[src/rtl/dm_arbiter.sv]
// Two-port data-memory arbiter: round-robin between CPU (port 0) and DMA/debug (port 1),
// with bounded locked bursts for port 1 and registered load return per port.
module dm_arbiter #(
    parameter int ADDR_W    = 12,
    parameter int BURST_MAX = 4
) (
    input  logic              clk,
    input  logic              rst_n,
    input  logic              p0_req,
    input  logic              p0_we,
    input  logic [1:0]        p0_size,
    input  logic [ADDR_W-1:0] p0_addr,
    input  logic [31:0]       p0_wdata,
    input  logic              p1_req,
    input  logic              p1_we,
    input  logic [1:0]        p1_size,
    input  logic [ADDR_W-1:0] p1_addr,
    input  logic [31:0]       p1_wdata,
    input  logic              p1_lock,
    output logic              p0_gnt,
    output logic              p1_gnt,
    output logic              p0_stall,
    output logic [31:0]       p0_rdata,
    output logic [31:0]       p1_rdata,
    output logic              p0_rvalid,
    output logic              p1_rvalid,
    output logic [ADDR_W-1:0] m_addr,
    output logic [31:0]       m_din,
    output logic              m_we,
    output logic              m_sb,
    output logic              m_lb,
    output logic              m_lbu,
    input  logic [31:0]       m_dout
);

    typedef enum logic {PREFER_P0, PREFER_P1} rr_t;

    localparam logic [3:0] BMAX = 4'(BURST_MAX);

    rr_t        rr, rr_next;
    logic [3:0] bcnt, bcnt_next;
    logic       burst_hold;
    logic       p0_rv_q, p1_rv_q;
    logic [7:0] lane;
    logic [31:0] load_data;

    // A burst is only held while it is already running and still under its limit.
    assign burst_hold = (bcnt != 4'd0) && p1_req && p1_lock && (bcnt < BMAX);

    always_comb begin
        p0_gnt    = 1'b0;
        p1_gnt    = 1'b0;
        rr_next   = rr;
        bcnt_next = 4'd0;
        if (rst_n) begin
            if (burst_hold)
                p1_gnt = 1'b1;
            else if (p0_req && p1_req) begin
                if (rr == PREFER_P1)
                    p1_gnt = 1'b1;
                else
                    p0_gnt = 1'b1;
            end
            else if (p0_req)
                p0_gnt = 1'b1;
            else if (p1_req)
                p1_gnt = 1'b1;
        end
        if (p0_gnt)
            rr_next = PREFER_P1;
        else if (p1_gnt)
            rr_next = PREFER_P0;
        if (p1_gnt && p1_lock)
            bcnt_next = burst_hold ? bcnt + 4'd1 : 4'd1;
    end

    assign p0_stall = p0_req && !p0_gnt;

    always_comb begin
        m_addr = '0;
        m_din  = '0;
        m_we   = 1'b0;
        m_sb   = 1'b0;
        m_lb   = 1'b0;
        m_lbu  = 1'b0;
        if (p0_gnt) begin
            m_addr = p0_addr;
            m_din  = p0_wdata;
            m_we   = p0_we;
            m_sb   = p0_we && (p0_size == 2'b01 || p0_size == 2'b10);
            m_lb   = !p0_we && (p0_size == 2'b01);
            m_lbu  = !p0_we && (p0_size == 2'b10);
        end
        else if (p1_gnt) begin
            m_addr = p1_addr;
            m_din  = p1_wdata;
            m_we   = p1_we;
            m_sb   = p1_we && (p1_size == 2'b01 || p1_size == 2'b10);
            m_lb   = !p1_we && (p1_size == 2'b01);
            m_lbu  = !p1_we && (p1_size == 2'b10);
        end
    end

    // Little-endian byte lane select and extension of the memory's word output.
    always_comb begin
        lane = m_dout[7:0];
        case (m_addr[1:0])
            2'd1:    lane = m_dout[15:8];
            2'd2:    lane = m_dout[23:16];
            2'd3:    lane = m_dout[31:24];
            default: lane = m_dout[7:0];
        endcase
        if (m_lb)
            load_data = {{24{lane[7]}}, lane};
        else if (m_lbu)
            load_data = {24'd0, lane};
        else
            load_data = m_dout;
    end

    always_ff @(posedge clk) begin
        if (!rst_n) begin
            rr       <= PREFER_P0;
            bcnt     <= 4'd0;
            p0_rv_q  <= 1'b0;
            p1_rv_q  <= 1'b0;
            p0_rdata <= 32'd0;
            p1_rdata <= 32'd0;
        end
        else begin
            rr      <= rr_next;
            bcnt    <= bcnt_next;
            p0_rv_q <= p0_gnt && !p0_we;
            p1_rv_q <= p1_gnt && !p1_we;
            if (p0_gnt && !p0_we)
                p0_rdata <= load_data;
            if (p1_gnt && !p1_we)
                p1_rdata <= load_data;
        end
    end

    // Masking with rst_n drops a pending rvalid as soon as reset is asserted.
    assign p0_rvalid = p0_rv_q && rst_n;
    assign p1_rvalid = p1_rv_q && rst_n;

endmodule

[config.mk]
export PLATFORM = sky130hd
export DESIGN_NAME = dm_arbiter
export DESIGN_NICKNAME = d
export VERILOG_FILES = /design/src/rtl/dm_arbiter.sv
export SDC_FILE = /design/constraint.sdc
export NUM_CORES = 1
export LEC_CHECK = 0
export ABC_AREA = 1
export CORE_MARGIN = 10
export CORE_UTILIZATION = 33
export CTS_BUF_LIST = sky130_fd_sc_hd__clkbuf_16
export CTS_CLUSTER_SIZE = 25
export DETAILED_ROUTE_END_ITERATION = 8
export PLACE_DENSITY = 0.77
export RECOVER_POWER = 50
export SYNTH_ARGS = -nofsm -noshare
export SYNTH_HDL_FRONTEND = slang
export SYNTH_SLANG_ARGS = --single-unit
[constraint.sdc]
create_clock -name clk -period 1.8 [get_ports clk]
set_input_delay 0.36 -clock clk [delete_from_list [all_inputs] [get_ports clk]]
set_output_delay 0.36 -clock clk [all_outputs]
set_load 0.01 [all_outputs]
==> flow_summary_export.csv <==
group,metric,value,unit
run_status,status,"complete, but fails checks",
run_status,violations,"negative setup slack",
placed_design,dpl_worst_slack,-0.872,ns
clocking,insertion_delay,0.34,ns
sta,fin_crit,2.21,ns
finish,layout.nets,954,
sta,finalHoldViolCount,0,
setup_path,endpoint_kind,"output pin",
detailed_routing,dr.max_layer_used,"met4",
die,die_area,0.0163,mm2
detailed_routing,drtAntennaViolNets,0,
global_route,grt_use_total,22.9,%
global_route,antenna_found_initial,6,
detailed_routing,first_pass_iters,7,
setup_path,ff2ff_setup_slack,-0.38,ns
flow_run,cap_violations,0,
pwr,leakage,3.79,nW
sta,fin_crit_sh,123,%
clocking,clock_path_buffers,2,
detailed_routing,via_per_inst,5.30,
die,ios,248,
logic_synthesis,async_flop_share,0,%
setup_path,worstSetupStartpointType,"flop",
logic_synthesis,synth_top_area_share,37.2,%
placed_design,dp_hpwl,14.9,mm
setup_path,critPathSlowestCell,"dfxtp_2",
logic_synthesis,ys_types,36,
pwr,p_int,0.00358,W
pwr,p_total,0.00503,W
pwr,clkPwrFrac,34.4,%
logic_synthesis,synth-seq-cells,71,
die,core_area,0.0114,mm2
logic_synthesis,avgSynthCellArea,7.26,um2
sta,rsz0062_at_grt,"true",
sta,skew,0.0106,ns
logic_synthesis,netlist_instances,526,
sta,fin_ws,-0.413,ns
hold_path,worstHoldPathCells,3,
finish,layout-drive-gt1-share,35.4,%
placed_design,numPortBuffers,247,
finish,area_growth,116,%
clocking,path_clk_slew,0.06,ns
logic_synthesis,synth_fp_nets,663,
die,start_util,33.6,%
detailed_routing,num_vias,5147,
logic_synthesis,ys.flop_type,"dfxtp_1",
setup_path,crit_chain,"inv_2 -> ha_4 -> nor2_4 -> nand2_4 -> nand2_4 -> nand2_4 -> clkinv_4 -> buf_12 -> buf_12 -> a22o_1 -> buf_2",
detailed_routing,dr_wl_met3,2.43,mm
setup_path,crit_path_max_incr_delay,0.33,ns
hold_path,hp-start,"p1_lock",
clocking,cts_max_level,3,
die,rows,39,
setup_path,cp.required,1.44,ns
global_route,grt_max_degree,73,
finish,fill_cells,812,
setup_path,reg2reg_depth,16,
setup_path,rr_endpoint,"p1_rdata[14]",
sta,drv_slew,0,
logic_synthesis,seq_area_frac_synth,37.2,%
hold_path,min-delay-path-class,"in2reg",
placed_design,routabilityCongestion,0.875,
sta,setup_viol,115,
logic_synthesis,synth_common_cells,"nand2_1, nand3_1, dfxtp_1",
detailed_routing,wl_met2,11.4,mm
pwr,p_comb_share,31.8,%
detailed_routing,routed_wirelength,21.6,mm
setup_path,regToRegStartpoint,"bcnt[0]",
setup_path,cp_max_fo,14,
clocking,clock-sinks,71,
global_route,first_global_vias,5041,
pwr,sw_frac_of_total,28.8,%
die,die-height,128,um
detailed_routing,wl_met1,7.00,mm
setup_path,crit_type,"reg2out",
detailed_routing,drt_iter0_markers,526,
logic_synthesis,yosys-top-cells-area,"dfxtp_1, nand2_1, nand3_1, a22o_1, o21a_1",
detailed_routing,drc,0,
pwr,irDropWorstVdd,0.000613,V
clocking,cts_tree,"yes",
detailed_routing,wire_per_inst,22.3,um
global_route,grt_pass1_wl,29.1,mm
logic_synthesis,yosysWarnings,0,
pwr,switching_power,0.00145,W
pwr,p_seq_share,33.8,%
logic_synthesis,synth_edf_count,0,
setup_path,arrival,1.85,ns
logic_synthesis,yosysMostFrequentCell,"nand2_1",
pwr,power_density,609,mW/mm2
sta,fmax,0.452,GHz
logic_synthesis,synth_top_area_cell,"dfxtp_1",
hold_path,min_to,"bcnt[0]",
logic_synthesis,syn_area,0.00382,mm2
setup_path,crit_top_cell,"nand2_4",
global_route,grt_overflow,0,
die,fp.dieW,128,um
clocking,cts_root_buffer,"clkbuf_16",
clocking,cts_buffers,9,
## routing by layer
metal / GRT usage, % / up-vias
met5: 0 / -
met4: 8.71 / 0
met3: 10.4 / 74
met2: 41.5 / 309
met1: 22.1 / 2402
li1: - / 2362
## placed cells by master (no fill, tap or decap), types with 33 or more instances in the layout
cell and count:
clkdlybuf4s50_1 159, a22o_1 42, nand2_1 78, buf_6 47
inv_1 35, nand2_4 33, nand3_1 44, nand2_2 42
dfxtp_1 69
## worst max-delay path: cells and delay by family (launching register included)
| kind | cells | cell delay, ns |
|---|---|---|
| AOI/OAI and AO/OA | 1 | 0.21 |
| adders and majority gates | 1 | 0.13 |
| buffers and inverters | 5 | 0.56 |
| DFF | 1 | 0.33 |
| and+or+nand+nor | 4 | 0.27 |
## cell type report
class,count,area (um2),share of cell area [%]
sequential,71,1420,17.2
tap,143,179,2.17
clock buffer,9,225,2.73
inverter,45,186,2.26
timing repair buffer,318,3350,40.5
antenna,6,15.0,0.182
clock inverter,7,65.1,0.788
multi-input combinational,372,2820,34.1
## power groups by stage
stage	logic [W]	registers, W	clock network [W]
after CTS	0.00132	0.00170	0.00174
final	0.00160	0.00170	0.00173
after floorplan	0.000447	0.00176	0
after detailed placement	0.00126	0.00173	0
after global placement	0.00124	0.00173	0
after global routing	0.00170	0.00171	0.00181
## registers in the layout, summed over array words and instances (netlist names)
register	count
p1_rdata	32
rr	1
bcnt	4
p0_rv_q	1
p0_rdata	32
p1_rv_q	1
## worst max path at each step
stage / startpoint / end / cells past startpoint
2_1_floorplan: bcnt[0] / p0_rdata[5] / 14
3_3_place_gp: p1_req / m_we / 10
3_5_place_dp: p1_req / m_din[19] / 10
4_1_cts: bcnt[0] / m_din[13] / 11
5_1_grt: bcnt[0] / p1_rdata[14] / 16
6_report: bcnt[0] / m_din[13] / 11
## metrics by stage
step / util, % / area, um2 / std cells / hold slack (ns) / setup TNS (ns)
after global routing: 72.6 / 8260 / 970 / 0.433 / -48.41
final: 72.7 / 8260 / 971 / 0.444 / -37.67
after floorplan: - / 3870 / 526 / 0.473 / 0
after global placement: 58.8 / 6680 / 915 / 0.457 / -83.36
after detailed placement: 58.8 / 6680 / 915 / 0.459 / -86.33
after CTS: 63.5 / 7220 / 947 / 0.417 / -35.65
## cell families after synthesis
kind of cell,count (synthesis),synth area share [%]
AO/OA/AOI/OAI,98,19.0
XOR/XNOR,1,0.229
adder cells (fa/ha/maj),6,1.97
buffers and inverters,84,9.60
flip-flops,71,37.2
other,1,0.0982
AND/OR/NAND/NOR,265,31.9
## timing repair
action	CTS	global route
hold buffers	0	0
hold endpoints to repair	0	0
gates cloned	6	5
gates resized for setup	283	199
buffers inserted	10	15
pin swaps	23	68
setup endpoints to repair	118	118
Power figures use the tool's default switching activity.
